`src/rtl/maxnet_pkg.sv`:
```
// Shared types and sizes for the 4-node Maxnet winner-take-all sequencer.
package maxnet_pkg;
  localparam int NODES  = 4;
  localparam int ADDR_W = 2;
  localparam int ITER_W = 8;

  typedef enum logic [1:0] {IDLE, LOAD, ITER, DONE} state_t;

  // One bit per node, e.g. which nodes still hold a nonzero activation.
  typedef logic [NODES-1:0] node_mask_t;
endpackage

```
`src/rtl/maxnet_pe.sv`:
```
// One Maxnet node update: x_next = max(0, x - (others_sum >> EPS_SHIFT)).
module maxnet_pe #(
  parameter int DATA_W    = 32,
  parameter int EPS_SHIFT = 3
) (
  input  logic [DATA_W-1:0] i_x,
  input  logic [DATA_W+1:0] i_others_sum,
  output logic [DATA_W-1:0] o_x_next
);
  logic [DATA_W+1:0] w_inhib;
  logic [DATA_W+1:0] w_own;

  assign w_inhib = i_others_sum >> EPS_SHIFT;
  assign w_own   = {2'b00, i_x};

  // Inhibition below own value fits in DATA_W, so the low slice is exact.
  assign o_x_next = (w_inhib >= w_own) ? '0 : (i_x - w_inhib[DATA_W-1:0]);
endmodule

```
`src/rtl/maxnet_controller.sv`:
```
// Maxnet sequencer: loads 4 activations, iterates lateral inhibition, reports the winner.
// Optional iter_count port enabled by defining MAXNET_ITER_COUNT_EN.
module maxnet_controller
  import maxnet_pkg::*;
#(
  parameter int DATA_W    = 32,
  parameter int EPS_SHIFT = 3,
  parameter int MAX_ITER  = 255
) (
  input  logic              clk,
  input  logic              rst,
  input  logic              start,
  output logic [ADDR_W-1:0] mem_addr,
  input  logic [DATA_W-1:0] mem_data,
  output logic              busy,
  output logic              done,
  output logic [ADDR_W-1:0] winner,
  output logic [DATA_W-1:0] winner_value,
  output logic              tie,
  output logic              timeout
`ifdef MAXNET_ITER_COUNT_EN
  ,
  output logic [ITER_W-1:0] iter_count
`endif
);
  state_t            r_state;
  state_t            w_state_next;
  logic [ADDR_W-1:0] r_load_cnt;
  logic [ITER_W-1:0] r_iter_cnt;
  logic [ADDR_W-1:0] r_winner;
  logic [DATA_W-1:0] r_winner_value;
  logic              r_tie;
  logic              r_timeout;

  logic [DATA_W-1:0] w_node   [NODES];
  logic [DATA_W-1:0] w_next   [NODES];
  logic [DATA_W+1:0] w_others [NODES];
  logic [DATA_W+1:0] w_sum;
  node_mask_t        w_nz;
  logic              w_single;
  logic              w_same;
  logic              w_next_zero;
  logic [ADDR_W-1:0] w_max_idx;
  logic [DATA_W-1:0] w_max_val;

  logic w_clear, w_load_node, w_update, w_finish, w_set_tie, w_set_timeout;

  genvar gi;
  generate
    for (gi = 0; gi < NODES; gi++) begin : g_node
      logic [DATA_W-1:0] r_x;

      assign w_node[gi]   = r_x;
      assign w_nz[gi]     = |r_x;
      assign w_others[gi] = w_sum - {2'b00, r_x};

      maxnet_pe #(.DATA_W(DATA_W), .EPS_SHIFT(EPS_SHIFT)) u_pe (
        .i_x          (r_x),
        .i_others_sum (w_others[gi]),
        .o_x_next     (w_next[gi])
      );

      always_ff @(posedge clk or posedge rst) begin
        if (rst)                                             r_x <= '0;
        else if (w_clear)                                    r_x <= '0;
        else if (w_load_node && r_load_cnt == ADDR_W'(gi))   r_x <= mem_data;
        else if (w_update)                                   r_x <= w_next[gi];
      end
    end
  endgenerate

  // Two extra bits keep the four-way sum from overflowing.
  always_comb begin
    w_sum = '0;
    for (int i = 0; i < NODES; i++) w_sum = w_sum + {2'b00, w_node[i]};
  end

  // Strict '>' keeps the lowest index among equal maxima.
  always_comb begin
    w_max_idx   = '0;
    w_max_val   = w_node[0];
    w_same      = 1'b1;
    w_next_zero = 1'b1;
    for (int i = 0; i < NODES; i++) begin
      if (w_node[i] > w_max_val) begin
        w_max_idx = ADDR_W'(i);
        w_max_val = w_node[i];
      end
      if (w_next[i] != w_node[i]) w_same = 1'b0;
      if (w_next[i] != '0) w_next_zero = 1'b0;
    end
  end

  assign w_single = ((w_nz & (w_nz - node_mask_t'(1))) == '0);

  always_ff @(posedge clk or posedge rst) begin
    if (rst) r_state <= IDLE;
    else     r_state <= w_state_next;
  end

  always_comb begin
    w_state_next  = r_state;
    w_clear       = 1'b0;
    w_load_node   = 1'b0;
    w_update      = 1'b0;
    w_finish      = 1'b0;
    w_set_tie     = 1'b0;
    w_set_timeout = 1'b0;
    busy          = 1'b0;
    done          = 1'b0;
    case (r_state)
      IDLE: begin
        if (start) begin
          w_clear      = 1'b1;
          w_state_next = LOAD;
        end
      end
      LOAD: begin
        busy        = 1'b1;
        w_load_node = 1'b1;
        if (r_load_cnt == ADDR_W'(NODES - 1)) w_state_next = ITER;
      end
      ITER: begin
        busy = 1'b1;
        if (w_single) begin
          w_finish  = 1'b1;
          w_set_tie = (w_nz == '0);
        end else if (r_iter_cnt == ITER_W'(MAX_ITER)) begin
          w_finish      = 1'b1;
          w_set_timeout = 1'b1;
        end else if (w_next_zero || w_same) begin
          w_finish  = 1'b1;
          w_set_tie = 1'b1;
        end else begin
          w_update = 1'b1;
        end
        if (w_finish) w_state_next = DONE;
      end
      DONE: begin
        done         = 1'b1;
        w_state_next = IDLE;
      end
      default: w_state_next = IDLE;
    endcase
  end

  // Load counter wraps back to 0 after the last node, so mem_addr idles at 0.
  always_ff @(posedge clk or posedge rst) begin
    if (rst) begin
      r_load_cnt     <= '0;
      r_iter_cnt     <= '0;
      r_winner       <= '0;
      r_winner_value <= '0;
      r_tie          <= 1'b0;
      r_timeout      <= 1'b0;
    end else begin
      if (w_clear) begin
        r_iter_cnt <= '0;
        r_tie      <= 1'b0;
        r_timeout  <= 1'b0;
      end
      if (w_load_node) r_load_cnt <= r_load_cnt + ADDR_W'(1);
      if (w_update)    r_iter_cnt <= r_iter_cnt + ITER_W'(1);
      if (w_finish) begin
        r_winner       <= w_max_idx;
        r_winner_value <= w_max_val;
        r_tie          <= w_set_tie;
        r_timeout      <= w_set_timeout;
      end
    end
  end

  assign mem_addr     = r_load_cnt;
  assign winner       = r_winner;
  assign winner_value = r_winner_value;
  assign tie          = r_tie;
  assign timeout      = r_timeout;
`ifdef MAXNET_ITER_COUNT_EN
  assign iter_count   = r_iter_cnt;
`endif
endmodule

```
`config.mk`:
```
export PLATFORM = sky130hd
export DESIGN_NAME = maxnet_controller
export DESIGN_NICKNAME = d
export VERILOG_FILES = /design/src/rtl/maxnet_pkg.sv /design/src/rtl/maxnet_pe.sv /design/src/rtl/maxnet_controller.sv
export SDC_FILE = /design/constraint.sdc
export NUM_CORES = 2
export LEC_CHECK = 0
export CAP_MARGIN = 5
export CELL_PAD_IN_SITES_DETAIL_PLACEMENT = 0
export CELL_PAD_IN_SITES_GLOBAL_PLACEMENT = 1
export CORE_AREA = 4 4 235 260
export CTS_CLUSTER_DIAMETER = 80
export DETAILED_ROUTE_END_ITERATION = 10
export DIE_AREA = 0 0 239 264
export GPL_TIMING_DRIVEN = 0
export PLACE_DENSITY_LB_ADDON = 0.25
export RECOVER_POWER = 50
export SKIP_CTS_REPAIR_TIMING = 1
export SYNTH_ARGS = -nofsm -noshare
export SYNTH_HDL_FRONTEND = slang
export SYNTH_HIERARCHICAL = 1
export SYNTH_SLANG_ARGS = --single-unit
```
`constraint.sdc`:
```
create_clock -name clk -period 30.3 [get_ports clk]
set_input_delay 9.09 -clock clk [delete_from_list [all_inputs] [get_ports clk]]
set_output_delay 9.09 -clock clk [all_outputs]
set_load 0.01 [all_outputs]
```
== After elaboration in Yosys (flattened, before gate mapping) ==
Cells that the tools add are included.

* Output and inout port bits: 40
* Logic and storage cells: 131
* Register bits: 176

* Bitwise logic cells: 1
* Mux-type cells: 59
* Order comparisons: 7
* Reductions and logical operators: 25
* Equality and inequality tests: 14
* Add/subtract/negate cells: 14

{| class="wikitable"
|+ Operators by type and width
! kind !! number
|-
| 32-bit two-way mux || 19
|-
| 34-bit by 32-bit subtractor with 34-bit output || 4
|-
| 31-bit by 32-bit >= comparator with 1-bit output || 4
|-
| 32-bit != test || 4
|-
| 32-bit nonzero test || 4
|-
| 32-bit OR reduction || 4
|-
| 32-bit by 31-bit subtractor with 32-bit output || 4
|-
| 32-bit > comparator || 3
|-
| 33-bit by 32-bit adder with 34-bit output || 1
|-
| 34-bit by 32-bit adder with 34-bit output || 1
|-
| 32-bit by 32-bit adder with 33-bit output || 1
|-
| 1-bit two-way mux || 32
|-
| 8-bit two-way mux || 2
|-
| 3-bit nonzero test || 4
|-
| 2-bit two-way mux || 5
|-
| 8-bit by 1-bit adder with 8-bit output, second input constant || 1
|-
| 2-bit == test, second input constant || 4
|-
| 8-bit == test, second input constant || 1
|-
| 4-bit logical NOT || 2
|-
| 2-bit case mux with 4 select lines || 1
|-
| 2-bit != test, second input constant || 3
|-
| 4-bit AND || 1
|-
| 2-bit by 1-bit == test with 1-bit output, second input constant || 2
|-
| 1-bit logical AND || 4
|-
| 7 further kinds || 9
|}

== Longest topological paths before layout ==
* Depth after elaboration: 19
* Depth in mapped cells: 47
* Mapped depth without buffers: 43

== By module ==
The synthesis kept the hierarchy.

{| class="wikitable"
|+ Modules (own cells, without submodules)
! module !! area an instance (um^2) !! instances !! cells each
|-
| maxnet_controller || 22566.6 || 1 || 2836
|-
| maxnet_pe || 2026.9 || 4 || 310
|}

== Worst setup path after synthesis ==
Ideal clock, no wire load.

* Kind: input to register
* Start point: input port start
* End point: register g_node[0].r_x[10]
* Path slack: 20299 ps
* Stages: 4
* Data required time: 30158 ps
* Library setup time: 142 ps
* Arrival time: 9859 ps
* Path buffers: 2
* Cells stage by stage: and2_1 -> clkbuf_1 -> clkbuf_1 -> a211oi_1

* Cells in the longest elaborated chain, start to end: 3
* Elaborated cells on any way between the ends: 4
* Those cells by class: 3 x mux; 1 x reduce/logical

{| class="wikitable"
|+ Ends and longest elaborated chain
! element !! RTL line !! RTL
|-
| from (decl) || maxnet_controller.sv:12 || <nowiki>input logic start,</nowiki>
|-
| 1-bit two-way mux * || maxnet_controller.sv:113 || <nowiki>if (start) begin</nowiki>
|-
| 1-bit two-way mux * || maxnet_controller.sv:111 || <nowiki>case (r_state)</nowiki>
|-
| 3-bit nonzero test (no source line) or 32-bit two-way mux (tied branches) || - ||
|-
| to (signal assigned) || maxnet_controller.sv:66 || <nowiki>else if (w_load_node && r_load_cnt == ADDR_W'(gi)) r_x <= mem_data;</nowiki>
|-
| to (signal assigned) || maxnet_controller.sv:67 || <nowiki>else if (w_update) r_x <= w_next[gi];</nowiki>
|-
| to (decl) || maxnet_controller.sv:51 || <nowiki>logic [DATA_W-1:0] r_x;</nowiki>
|}

Mark *: on every way between the ends. The rest lies on a longest branch, timed or not.
A chain may end at the register's enable or synchronous reset.

==> flow_summary.yaml <==
run_status:
  outcome: "finished, violations left"
  violations: "max-capacitance violations, max-slew violations"
global_routing:
  grt_pass1_vias: 31120
  grt_pass1_wl_mm: 201.3
  grt_max_degree: 91
  grt.overflow.total: 0
  antenna_found_initial: 2
  grt_usage_pct: 43.34
route:
  vias: 32530
  wl_mm: 141.2
  drtIter0Drc: 3242
  dr.pass1.iters: 8
  via_per_inst: 6.593
  drcViolationCount: 0
  ant_nets: 0
  wl_per_cell_um: 28.61
timing:
  timing.final.crit_share_pct: 54.46
  slew_headroom_pct: -242.4
  skew_ps: 18.25
  fin_tns_setup_ps: 0
  period_needed_ps: 16500
  max_clock_freq_mhz: 60.60
  rsz0062_at_grt: "false"
  drv_slew: 183
  worst_pin_slew_ps: 5136
  hold_viol_final: 0
  setup_viol: 0
yosys:
  syn_nets: 4564
  yosys_warnings: 6
  syn_area_per_cell_um2: 7.525
  netlist_instances: 4066
  synth_area_um2: 30600
hold_path:
  min_path_type: "flop to flop"
  worstHoldStart: "r_iter_cnt[5]"
die:
  die-area_um2: 63100
  core_um2: 58300
  die_h_um: 264
  ios: 75
  die_x_um: 239
  rows: 93
  start_util_pct: 52.48
critical_path:
  max_stage_delay_ps: 3740
  required_ps: 29710
  crit_path_cell_trace: "dlygate4sd3_1 > clkinvlp_2 > clkbuf_1"
  cp-end-kind: "asynchronous set/reset pin"
  worstPathArrival_ps: 15910
  critPathSlowestCell: "clkbuf_1"
  critPathMaxFanout: 90
  start_kind: "input pin"
  crit_type: "input pin to asynchronous set/reset pin"
  crit_start: "rst"
  r2r-start: "g_node[2].r_x[1]"
place:
  dp_cells: 4901
  portBuffers: 74
  hpwl_mm: 119.0
  routabilityCongestion: 1.093
clock_tree:
  h-tree-depth: 4
  cts_buffers: 17
  cts-root-buf: "clkbuf_16"
  clk_latency_ps: 530
  cts_tree: "done"
  clock_path_buffers: 2
  cts_sinks: 176
  path_clk_slew_ps: 80
layout:
  nets: 4660
  fin_util_pct: 56.43
  area_delta_synth_final_pct: 7.525
  antenna_cells: 0
  layoutNonFillerInstCount: 4934
  final_layout_size_suffix_gt1_share_pct: 3.857
run:
  cap_violations: 3
flip-flops by register name, summed over array words and instances (netlist names):
signal,flops
tie,1
mem_addr,2
r_iter_cnt,8
winner,2
timeout,1
r_state,2
g_node.r_x,128
winner_value,32
layer usage:
metal / vias to the layer above / track usage [%] / wire length [µm]
li1: 14880 / - / -
met1: 15600 / 53.39 / 53500
met2: 1629 / 67.63 / 61850
met3: 412 / 10.24 / 14540
met4: 6 / 28.21 / 11230
met5: - / 0 / 31
layout by cell type (no fill, tap or decap), types with 42 or more instances in the layout:
cell type        count
nor4_1              94
nor3_1              62
nand3_1             77
fa_1                72
ha_1               391
a31oi_1             50
dfrtp_1            176
a211oi_1           159
a21o_1             154
inv_1              349
xnor2_1            235
clkdlybuf4s50_1     55
xor2_1             109
nand4_1            100
nor2_1             582
nand2b_1            54
clkbuf_1           109
nand2_1            192
o21ai_0            132
a21oi_1            411
o21bai_1            43
o21a_1              64
nor2b_1             42
per-stage QoR:
step           hold slack [ps]  setup WS, ps  cell area, µm²
3_3_place_gp             483.4         13540           32290
4_1_cts                  513.9         15810           32920
2_1_floorplan            464.2         16440           30600
3_5_place_dp             499.2         15860           32330
5_1_grt                  544.9         12450           32900
6_report                 507.6         13800           32900
critical path, delay by kind of cell:
kind	cells	cell delay, ps
buffers and inverters	3	6660
worst paths after layout:
| kind | depth (start not counted) | slack [ps] | endpoint |
|---|---|---|---|
| max in group clk | 47 | 15470 | g_node[1].r_x[3] |
| max | 3 | 13800 | g_node[3].r_x[24] |
| min | 1 | 510 | r_iter_cnt[5] |
| max reg2reg | 47 | 15470 | g_node[1].r_x[3] |
| min in group asynchronous | 2 | 10290 | r_iter_cnt[7] |
| min reg2reg | 1 | 510 | r_iter_cnt[5] |
area by class of cell:
type | count | area, µm²
fill | 5877 | 25400
multi-input combinational | 3400 | 24290
sequential | 176 | 4404
inverter | 350 | 1315
tap | 760 | 950.9
timing repair buffer | 77 | 754.5
buffer | 140 | 590.6
clock buffer | 17 | 425.4
clock inverter | 14 | 165.2
Power is not shown: default switching activity piles up to over one toggle a cycle in this logic, so the estimate is an artifact.
